`config.mk`:
```
export PLATFORM = sky130hd
export DESIGN_NAME = fire2_3_expand3_sched
export DESIGN_NICKNAME = d
export VERILOG_FILES = /design/src/rtl/fire2_3_expand3_sched.sv
export SDC_FILE = /design/constraint.sdc
export NUM_CORES = 1
export LEC_CHECK = 0
export CAP_MARGIN = 20
export CORE_MARGIN = 3
export CORE_UTILIZATION = 30
export DETAILED_ROUTE_END_ITERATION = 16
export DONT_BUFFER_PORTS = 1
export PLACE_DENSITY_LB_ADDON = 0.12
export SETUP_SLACK_MARGIN = 0.3
export SKIP_CTS_REPAIR_TIMING = 1
export SLEW_MARGIN = 20
export SYNTH_ARGS = -nofsm -noshare
export SYNTH_HDL_FRONTEND = slang
export SYNTH_SLANG_ARGS = --single-unit
```
`constraint.sdc`:
```
create_clock -name clk -period 6.8 [get_ports clk]
set_clock_uncertainty 0.1 [all_clocks]
set_input_delay 0.34 -clock clk [delete_from_list [all_inputs] [get_ports clk]]
set_output_delay 0.34 -clock clk [all_outputs]
set_load 0.02 [all_outputs]
```
`src/rtl/fire2_3_expand3_sched.sv`:
```
// Sequencer for the shared fire2/fire3 expand-3x3 MAC array: layer enables, padded 3x3 ifm
// read address stream, delayed ofm write strobes and the inter-layer handshake.
module fire2_3_expand3_sched #(
  parameter int WOUT       = 64,
  parameter int W_IN       = 64,
  parameter int CHIN       = 16,
  parameter int KERNEL_DIM = 3,
  parameter int PAD        = 1,
  parameter int OFM_LAT    = 2,
  localparam int ADDR_W    = $clog2(CHIN * W_IN * W_IN),
  localparam int PIX_W     = $clog2(WOUT * WOUT)
) (
  input  logic              clk,
  input  logic              rst,
  input  logic              start,
  input  logic              fire2_finish,
  input  logic              fire3_finish,
  input  logic              ram_feedback_2,
  input  logic              ram_feedback_3,
  output logic              fire2_en,
  output logic              fire3_en,
  output logic              ifm_rd_en,
  output logic [ADDR_W-1:0] ifm_rd_addr,
  output logic              ifm_pad,
  output logic              ofm_wr_en,
  output logic [PIX_W-1:0]  ofm_wr_addr,
  output logic              busy,
  output logic              done
);
  localparam int NPIX   = WOUT * WOUT;
  localparam int PERIOD = KERNEL_DIM * KERNEL_DIM * CHIN + 1;
  localparam int T_W    = $clog2(PERIOD);
  localparam int CH_W   = (CHIN > 1) ? $clog2(CHIN) : 1;
  localparam int KX_W   = (KERNEL_DIM > 1) ? $clog2(KERNEL_DIM) : 1;
  localparam int KY_W   = $clog2(KERNEL_DIM + 1);
  localparam int C_W    = (WOUT > 1) ? $clog2(WOUT) : 1;

  typedef enum logic [2:0] {S_IDLE, S_RUN2, S_WAIT2, S_RUN3, S_WAIT3, S_DONE} state_t;

  state_t            state_q, state_d;
  logic [T_W-1:0]    t_q, t_d;
  logic [CH_W-1:0]   ch_q, ch_d;
  logic [KX_W-1:0]   kx_q, kx_d;
  logic [KY_W-1:0]   ky_q, ky_d;
  logic [PIX_W-1:0]  p_q, p_d;
  logic [C_W-1:0]    row_q, row_d, col_q, col_d;
  logic              last_q, last_d;
  logic              fin_seen_q, fin_seen_d, fb_seen_q, fb_seen_d;
  logic              fire2_en_q, fire2_en_d, fire3_en_q, fire3_en_d;
  logic              rd_en_q, rd_en_d, pad_q, pad_d, busy_q, busy_d, done_q, done_d;
  logic [ADDR_W-1:0] addr_q, addr_d;
  logic [OFM_LAT-1:0] dl_vld_q, dl_vld_d;
  logic [PIX_W-1:0]  dl_addr_q [OFM_LAT];
  logic [PIX_W-1:0]  dl_addr_d [OFM_LAT];

  logic run_q, run_d, in_layer, l3, fin_in, fb_in, bub, oob;
  int   y, x;

  always_comb begin
    state_d    = state_q;
    t_d        = t_q;
    ch_d       = ch_q;
    kx_d       = kx_q;
    ky_d       = ky_q;
    p_d        = p_q;
    row_d      = row_q;
    col_d      = col_q;
    last_d     = last_q;
    run_q      = (state_q == S_RUN2) || (state_q == S_RUN3);
    in_layer   = run_q || (state_q == S_WAIT2) || (state_q == S_WAIT3);
    l3         = (state_q == S_RUN3) || (state_q == S_WAIT3);
    fin_in     = l3 ? fire3_finish : fire2_finish;
    fb_in      = l3 ? ram_feedback_3 : ram_feedback_2;
    fin_seen_d = fin_seen_q | (in_layer & fin_in);
    fb_seen_d  = fb_seen_q | (in_layer & fb_in);
    bub        = run_q && !last_q && (t_q == T_W'(PERIOD - 1));

    // The last strobe of a layer is the only one still in flight after its final bubble.
    unique case (state_q)
      S_IDLE:  if (start) state_d = S_RUN2;
      S_RUN2:  if (last_q && dl_vld_q[OFM_LAT-1]) state_d = S_WAIT2;
      S_WAIT2: if (fin_seen_d && fb_seen_d) state_d = S_RUN3;
      S_RUN3:  if (last_q && dl_vld_q[OFM_LAT-1]) state_d = S_WAIT3;
      S_WAIT3: if (fin_seen_d && fb_seen_d) state_d = S_DONE;
      S_DONE:  state_d = S_IDLE;
      default: state_d = S_IDLE;
    endcase
    if (!in_layer || (state_d != state_q && !run_q)) begin
      fin_seen_d = 1'b0;
      fb_seen_d  = 1'b0;
    end

    run_d = (state_d == S_RUN2) || (state_d == S_RUN3);
    if (run_q && state_d == state_q) begin
      if (bub) begin
        t_d  = '0;
        ch_d = '0;
        kx_d = '0;
        ky_d = '0;
        if (p_q == PIX_W'(NPIX - 1)) begin
          last_d = 1'b1;
        end else begin
          p_d = p_q + PIX_W'(1);
          if (col_q == C_W'(WOUT - 1)) begin
            col_d = '0;
            row_d = row_q + C_W'(1);
          end else begin
            col_d = col_q + C_W'(1);
          end
        end
      end else if (!last_q) begin
        t_d = t_q + T_W'(1);
        if (ch_q == CH_W'(CHIN - 1)) begin
          ch_d = '0;
          if (kx_q == KX_W'(KERNEL_DIM - 1)) begin
            kx_d = '0;
            ky_d = ky_q + KY_W'(1);
          end else begin
            kx_d = kx_q + KX_W'(1);
          end
        end else begin
          ch_d = ch_q + CH_W'(1);
        end
      end
    end else if (!run_d || state_d != state_q) begin
      t_d    = '0;
      ch_d   = '0;
      kx_d   = '0;
      ky_d   = '0;
      p_d    = '0;
      row_d  = '0;
      col_d  = '0;
      last_d = 1'b0;
    end

    // Output registers are loaded from next-state counters so they align with t_q.
    y          = int'(row_d) + int'(ky_d) - PAD;
    x          = int'(col_d) + int'(kx_d) - PAD;
    oob        = (y < 0) || (y >= W_IN) || (x < 0) || (x >= W_IN);
    rd_en_d    = run_d && !last_d && (t_d != T_W'(PERIOD - 1));
    pad_d      = rd_en_d && oob;
    addr_d     = (rd_en_d && !oob) ? ADDR_W'((int'(ch_d) * W_IN + y) * W_IN + x) : '0;
    fire2_en_d = (state_d == S_RUN2) || (state_d == S_WAIT2);
    fire3_en_d = (state_d == S_RUN3) || (state_d == S_WAIT3);
    busy_d     = (state_d != S_IDLE);
    done_d     = (state_d == S_DONE);

    dl_vld_d[0]  = bub;
    dl_addr_d[0] = bub ? p_q : '0;
    for (int i = 1; i < OFM_LAT; i++) begin
      dl_vld_d[i]  = dl_vld_q[i-1];
      dl_addr_d[i] = dl_addr_q[i-1];
    end
  end

  always_ff @(posedge clk or posedge rst) begin
    if (rst) begin
      state_q    <= S_IDLE;
      t_q        <= '0;
      ch_q       <= '0;
      kx_q       <= '0;
      ky_q       <= '0;
      p_q        <= '0;
      row_q      <= '0;
      col_q      <= '0;
      last_q     <= 1'b0;
      fin_seen_q <= 1'b0;
      fb_seen_q  <= 1'b0;
      fire2_en_q <= 1'b0;
      fire3_en_q <= 1'b0;
      rd_en_q    <= 1'b0;
      pad_q      <= 1'b0;
      addr_q     <= '0;
      busy_q     <= 1'b0;
      done_q     <= 1'b0;
      dl_vld_q   <= '0;
      for (int i = 0; i < OFM_LAT; i++) dl_addr_q[i] <= '0;
    end else begin
      state_q    <= state_d;
      t_q        <= t_d;
      ch_q       <= ch_d;
      kx_q       <= kx_d;
      ky_q       <= ky_d;
      p_q        <= p_d;
      row_q      <= row_d;
      col_q      <= col_d;
      last_q     <= last_d;
      fin_seen_q <= fin_seen_d;
      fb_seen_q  <= fb_seen_d;
      fire2_en_q <= fire2_en_d;
      fire3_en_q <= fire3_en_d;
      rd_en_q    <= rd_en_d;
      pad_q      <= pad_d;
      addr_q     <= addr_d;
      busy_q     <= busy_d;
      done_q     <= done_d;
      dl_vld_q   <= dl_vld_d;
      for (int i = 0; i < OFM_LAT; i++) dl_addr_q[i] <= dl_addr_d[i];
    end
  end

  assign fire2_en    = fire2_en_q;
  assign fire3_en    = fire3_en_q;
  assign ifm_rd_en   = rd_en_q;
  assign ifm_pad     = pad_q;
  assign ifm_rd_addr = addr_q;
  assign ofm_wr_en   = dl_vld_q[OFM_LAT-1];
  assign ofm_wr_addr = dl_addr_q[OFM_LAT-1];
  assign busy        = busy_q;
  assign done        = done_q;
endmodule

```
==> Flow_metrics.wiki <==
{| class="wikitable"
! Metric !! Value
|-
| Final hold vios || 0
|-
| Maximum resistive drop on vdd || 233 uV
|-
| Register area share after synthesis || 45.8%
|-
| Leakage power of the design || 2.59 nW
|-
| Initial antenna violation count || 0
|-
| Max-cap violations || 0
|-
| Critical Path End Type || flop
|-
| Total of buffers placed on input and output ports || 0
|-
| Buffers from clock root to sink, at most || 2
|-
| Cell Count Post-Placement || 715
|-
| Post-synthesis instance area || 5130 um2
|-
| Number of buffers added by the clock tree synthesis step || 9
|-
| Maximum number of pins on one net before global-route repair || 59
|-
| Utilization after layout || 34.1%
|-
| Highest Clock Rate || 175 MHz
|-
| Status || finished clean
|-
| Required @ worst endpoint || 6.95 ns
|-
| Fin cells || 732
|-
| Cell type contributing the most total cell area after synthesis || sky130_fd_sc_hd__dfrtp_1
|-
| Synth Warn # || 0
|-
| Critical-path maximum fanout || 9
|-
| Net count after synthesis || 548
|-
| Sort of element at the start of the critical path || flop
|-
| Die boundary height || 137 um
|-
| Total count of max-transition violations in the final report || 0
|-
| Reg clk slew, reported paths || 0.07 ns
|-
| 1st-iter DRT viols || 251
|-
| Last weighted congestion value of the routability-driven placer || 0.782
|-
| Via density per instance || 4.86
|-
| Post-synthesis average cell area || 10.2 um2
|-
| Top FF cell, synth || sky130_fd_sc_hd__dfrtp_1
|-
| First-pass detailed-route iteration total || 4
|-
| Slew Limit Headroom || 46.5%
|-
| Most used cell along the critical path || sky130_fd_sc_hd__ha_1
|-
| Total number of vias || 3554
|-
| Layout overhead on the synthesized area || 10.5%
|-
| Count of inserted antenna diode cells || 0
|-
| Top cell types by occurrence after synthesis || 94 x sky130_fd_sc_hd__dfrtp_1, 47 x sky130_fd_sc_hd__nor2_1, 39 x sky130_fd_sc_hd__inv_1
|-
| Gate count of the mapped netlist || 504
|-
| Signal arrival time at the worst endpoint || 5.86 ns
|-
| Worst-path cell with the longest stage delay || sky130_fd_sc_hd__nor4_2
|-
| Average detailed-routed wire length per instance || 15.0 um
|-
| Final setup violation count || 0
|-
| RR Startpoint || p_q[0]
|-
| Core Rows || 47
|-
| Share of the synthesized area in the top cell type || 45.8%
|-
| Placed wire-length estimate after detailed placement || 7720 um
|-
| Max stage delay on crit path || 0.60 ns
|-
| Overall global routing resource usage || 12.7%
|-
| Number of enable-type register cells in the synthesized netlist || 0
|-
| TNS Setup || 0 ns
|-
| Worst Path Class, Setup || reg -> reg
|-
| Async SR Flop Fraction || 100%
|-
| Root Buffer Master || sky130_fd_sc_hd__clkbuf_16
|-
| Top Family by Delay on Critical Path || simple AND/OR/NAND/NOR gates
|-
| Buffers plus inverters on the worst setup path || 2
|-
| #FFs+latches synth || 94
|-
| Via count of the first global-routing pass || 3592
|-
| Die W || 137 um
|-
| CTS sink cnt || 94
|-
| Clock tree from TritonCTS || done
|-
| First-pass GRT wire length || 18600 um
|-
| Actual slew at the worst max-slew pin || 0.802 ns
|-
| Detail Route Antenna Nets || 0
|-
| Die area || 18700 um2
|-
| Crit path from || p_q[0]
|-
| DRC violation count after routing || 0
|-
| Total global routing overflow || 0
|-
| Routed wire length || 10900 um
|-
| Core Area || 16600 um2
|-
| Layout cell share with drive strength beyond 1 || 7.81%
|-
| H-tree Lvls || 3
|-
| Classification of the worst-slack hold path || reg -> reg
|-
| Setup repair after global routing missed its margin || no
|-
| Startpoint of the worst hold path || dl_addr_d[2]
|-
| Number of top-level pins || 42
|-
| Critical path, cell by cell || ha_1 > nand2_1 > nor4_2 > nor2_1 > mux2i_1 > nand2b_1 > ha_1 > inv_1 > ha_1 > fa_1 > a21o_1 > a21oi_1 > nand2_1 > inv_1 > ha_1 > nor2b_1 > o21ai_0 > a21boi_0 > o21ai_0 > a21o_1 > a21boi_0 > nor4b_2
|-
| Tmin final || 5.71 ns
|-
| Final Cycle Share || 84.0%
|-
| Effective utilization at floorplan || 30.9%
|-
| Source-to-sink clock delay at the later pin of the worst-skew pair || 0.35 ns
|-
| Cell with the most instances after synthesis || sky130_fd_sc_hd__dfrtp_1
|-
| Post-synthesis cell type count || 64
|-
| NumNets Final || 551
|-
| Main area contributors after synthesis || sky130_fd_sc_hd__dfrtp_1 46%, sky130_fd_sc_hd__ha_1 8.3%, sky130_fd_sc_hd__xnor2_1 4.4%, sky130_fd_sc_hd__nor2_1 3.4%, sky130_fd_sc_hd__xor2_1 2.9%
|-
| Power Density || 304 nW/um2
|}
-- layout make-up --
cell class	instances	area, um2
clock buffers	10	229
clock inverters	6	51.3
fillers	1712	11000
inverters	39	149
multi-input cells	357	2570
flip-flops and latches	94	2350
well taps	220	275
repair buffers	6	47.5
-- cells by family (layout without fill, tap and decap cells) --
| kind of cell | count (synthesis) | in the layout | synth area share (%) |
|---|---|---|---|
| and+or+nand+nor | 192 | 192 | 21.2 |
| buffers and inverters | 53 | 61 | 4.22 |
| AOI/OAI and AO/OA | 73 | 73 | 9.48 |
| DFF | 94 | 94 | 45.8 |
| muxes | 12 | 12 | 2.49 |
| xor gates and xnor gates | 43 | 43 | 7.33 |
| adders and majority gates | 37 | 37 | 9.45 |
-- stage by stage --
| stage | power, mW | hold slack [ns] | cell area [um2] | setup slack [ns] |
|---|---|---|---|---|
| 2_1_floorplan | 1.13 | 0.231 | 5130 | 1.62 |
| 3_3_place_gp | 1.24 | 0.156 | 5380 | 0.938 |
| 3_5_place_dp | 1.25 | 0.159 | 5380 | 0.780 |
| 4_1_cts | 1.76 | -0.230 | 5660 | 0.746 |
| 5_1_grt | 1.86 | 0.255 | 5670 | 0.504 |
| 6_report | 1.72 | 0.249 | 5670 | 1.09 |
-- placed cells by master (no fill, tap or decap), types with 5 or more instances in the layout --
cell / n
sky130_fd_sc_hd__nand2_1: 33
sky130_fd_sc_hd__inv_1: 38
sky130_fd_sc_hd__ha_1: 34
sky130_fd_sc_hd__nand4_1: 8
sky130_fd_sc_hd__xor2_1: 17
sky130_fd_sc_hd__o21ai_0: 13
sky130_fd_sc_hd__a21oi_1: 16
sky130_fd_sc_hd__xnor2_1: 26
sky130_fd_sc_hd__nor4_1: 7
sky130_fd_sc_hd__nor3_1: 14
sky130_fd_sc_hd__dfrtp_1: 94
sky130_fd_sc_hd__and2_1: 17
sky130_fd_sc_hd__mux2i_1: 6
sky130_fd_sc_hd__nand3_1: 9
sky130_fd_sc_hd__nand2b_1: 5
sky130_fd_sc_hd__nor2_1: 47
sky130_fd_sc_hd__a21o_1: 9
sky130_fd_sc_hd__buf_4: 5
sky130_fd_sc_hd__mux2_2: 6
sky130_fd_sc_hd__or3_1: 6
sky130_fd_sc_hd__clkbuf_16: 9
sky130_fd_sc_hd__nor2b_1: 9
sky130_fd_sc_hd__a31oi_1: 5
-- worst register-to-register path, cell delays in order (launching register included) --
cell and delay [ns]:
sky130_fd_sc_hd__dfrtp_1 0.40, sky130_fd_sc_hd__ha_1 0.22, sky130_fd_sc_hd__nand2_1 0.12, sky130_fd_sc_hd__nor4_2 0.60
sky130_fd_sc_hd__nor2_1 0.29, sky130_fd_sc_hd__mux2i_1 0.18, sky130_fd_sc_hd__nand2b_1 0.20, sky130_fd_sc_hd__ha_1 0.29
sky130_fd_sc_hd__inv_1 0.04, sky130_fd_sc_hd__ha_1 0.21, sky130_fd_sc_hd__fa_1 0.40, sky130_fd_sc_hd__a21o_1 0.17
sky130_fd_sc_hd__a21oi_1 0.22, sky130_fd_sc_hd__nand2_1 0.23, sky130_fd_sc_hd__inv_1 0.31, sky130_fd_sc_hd__ha_1 0.31
sky130_fd_sc_hd__nor2b_1 0.16, sky130_fd_sc_hd__o21ai_0 0.21, sky130_fd_sc_hd__a21boi_0 0.15, sky130_fd_sc_hd__o21ai_0 0.26
sky130_fd_sc_hd__a21o_1 0.17, sky130_fd_sc_hd__a21boi_0 0.10, sky130_fd_sc_hd__nor4b_2 0.25
-- per-layer routing --
layer / global-route usage [%] / up-vias / share of wire (%) / wire, um
li1: - / 1761 / - / -
met5: 0 / - / 0 / 0
met3: 3.64 / 18 / 4.4 / 484
met4: 3.66 / 0 / 1.3 / 144
met2: 18.9 / 65 / 45 / 4890
met1: 17.8 / 1710 / 50 / 5430
-- power breakdown --
part           switching (mW)  total [mW]  internal, mW
sequential             0.0440       0.636         0.592
clock                   0.236       0.490         0.254
combinational           0.321       0.599         0.278
total                   0.601        1.72          1.12
-- path summary, 6_finish.rpt --
kind | endpoint | slack (ns) | cells after the start
worst max-delay path | ifm_rd_addr[14] | 1.09 | 22
worst min-delay path | ofm_wr_addr[2] | 0.25 | 0
worst max register to register | ifm_rd_addr[14] | 1.09 | 22
worst min register to register | ofm_wr_addr[2] | 0.25 | 0
max in group asynchronous | done | 5.05 | 3
min in group asynchronous | ofm_wr_addr[1] | 0.38 | 2
-- sequential cells by signal (all words and copies together), names as in the netlist, 2 cells and up --
register / count
col_q: 6
p_q: 12
dl_addr_d: 12
row_q: 6
ifm_rd_addr: 16
ch_q: 4
kx_q: 2
t_q: 8
state_q: 3
ofm_wr_addr: 12
ky_q: 2
dl_vld_q: 2
(Power assumes the default switching activity.)
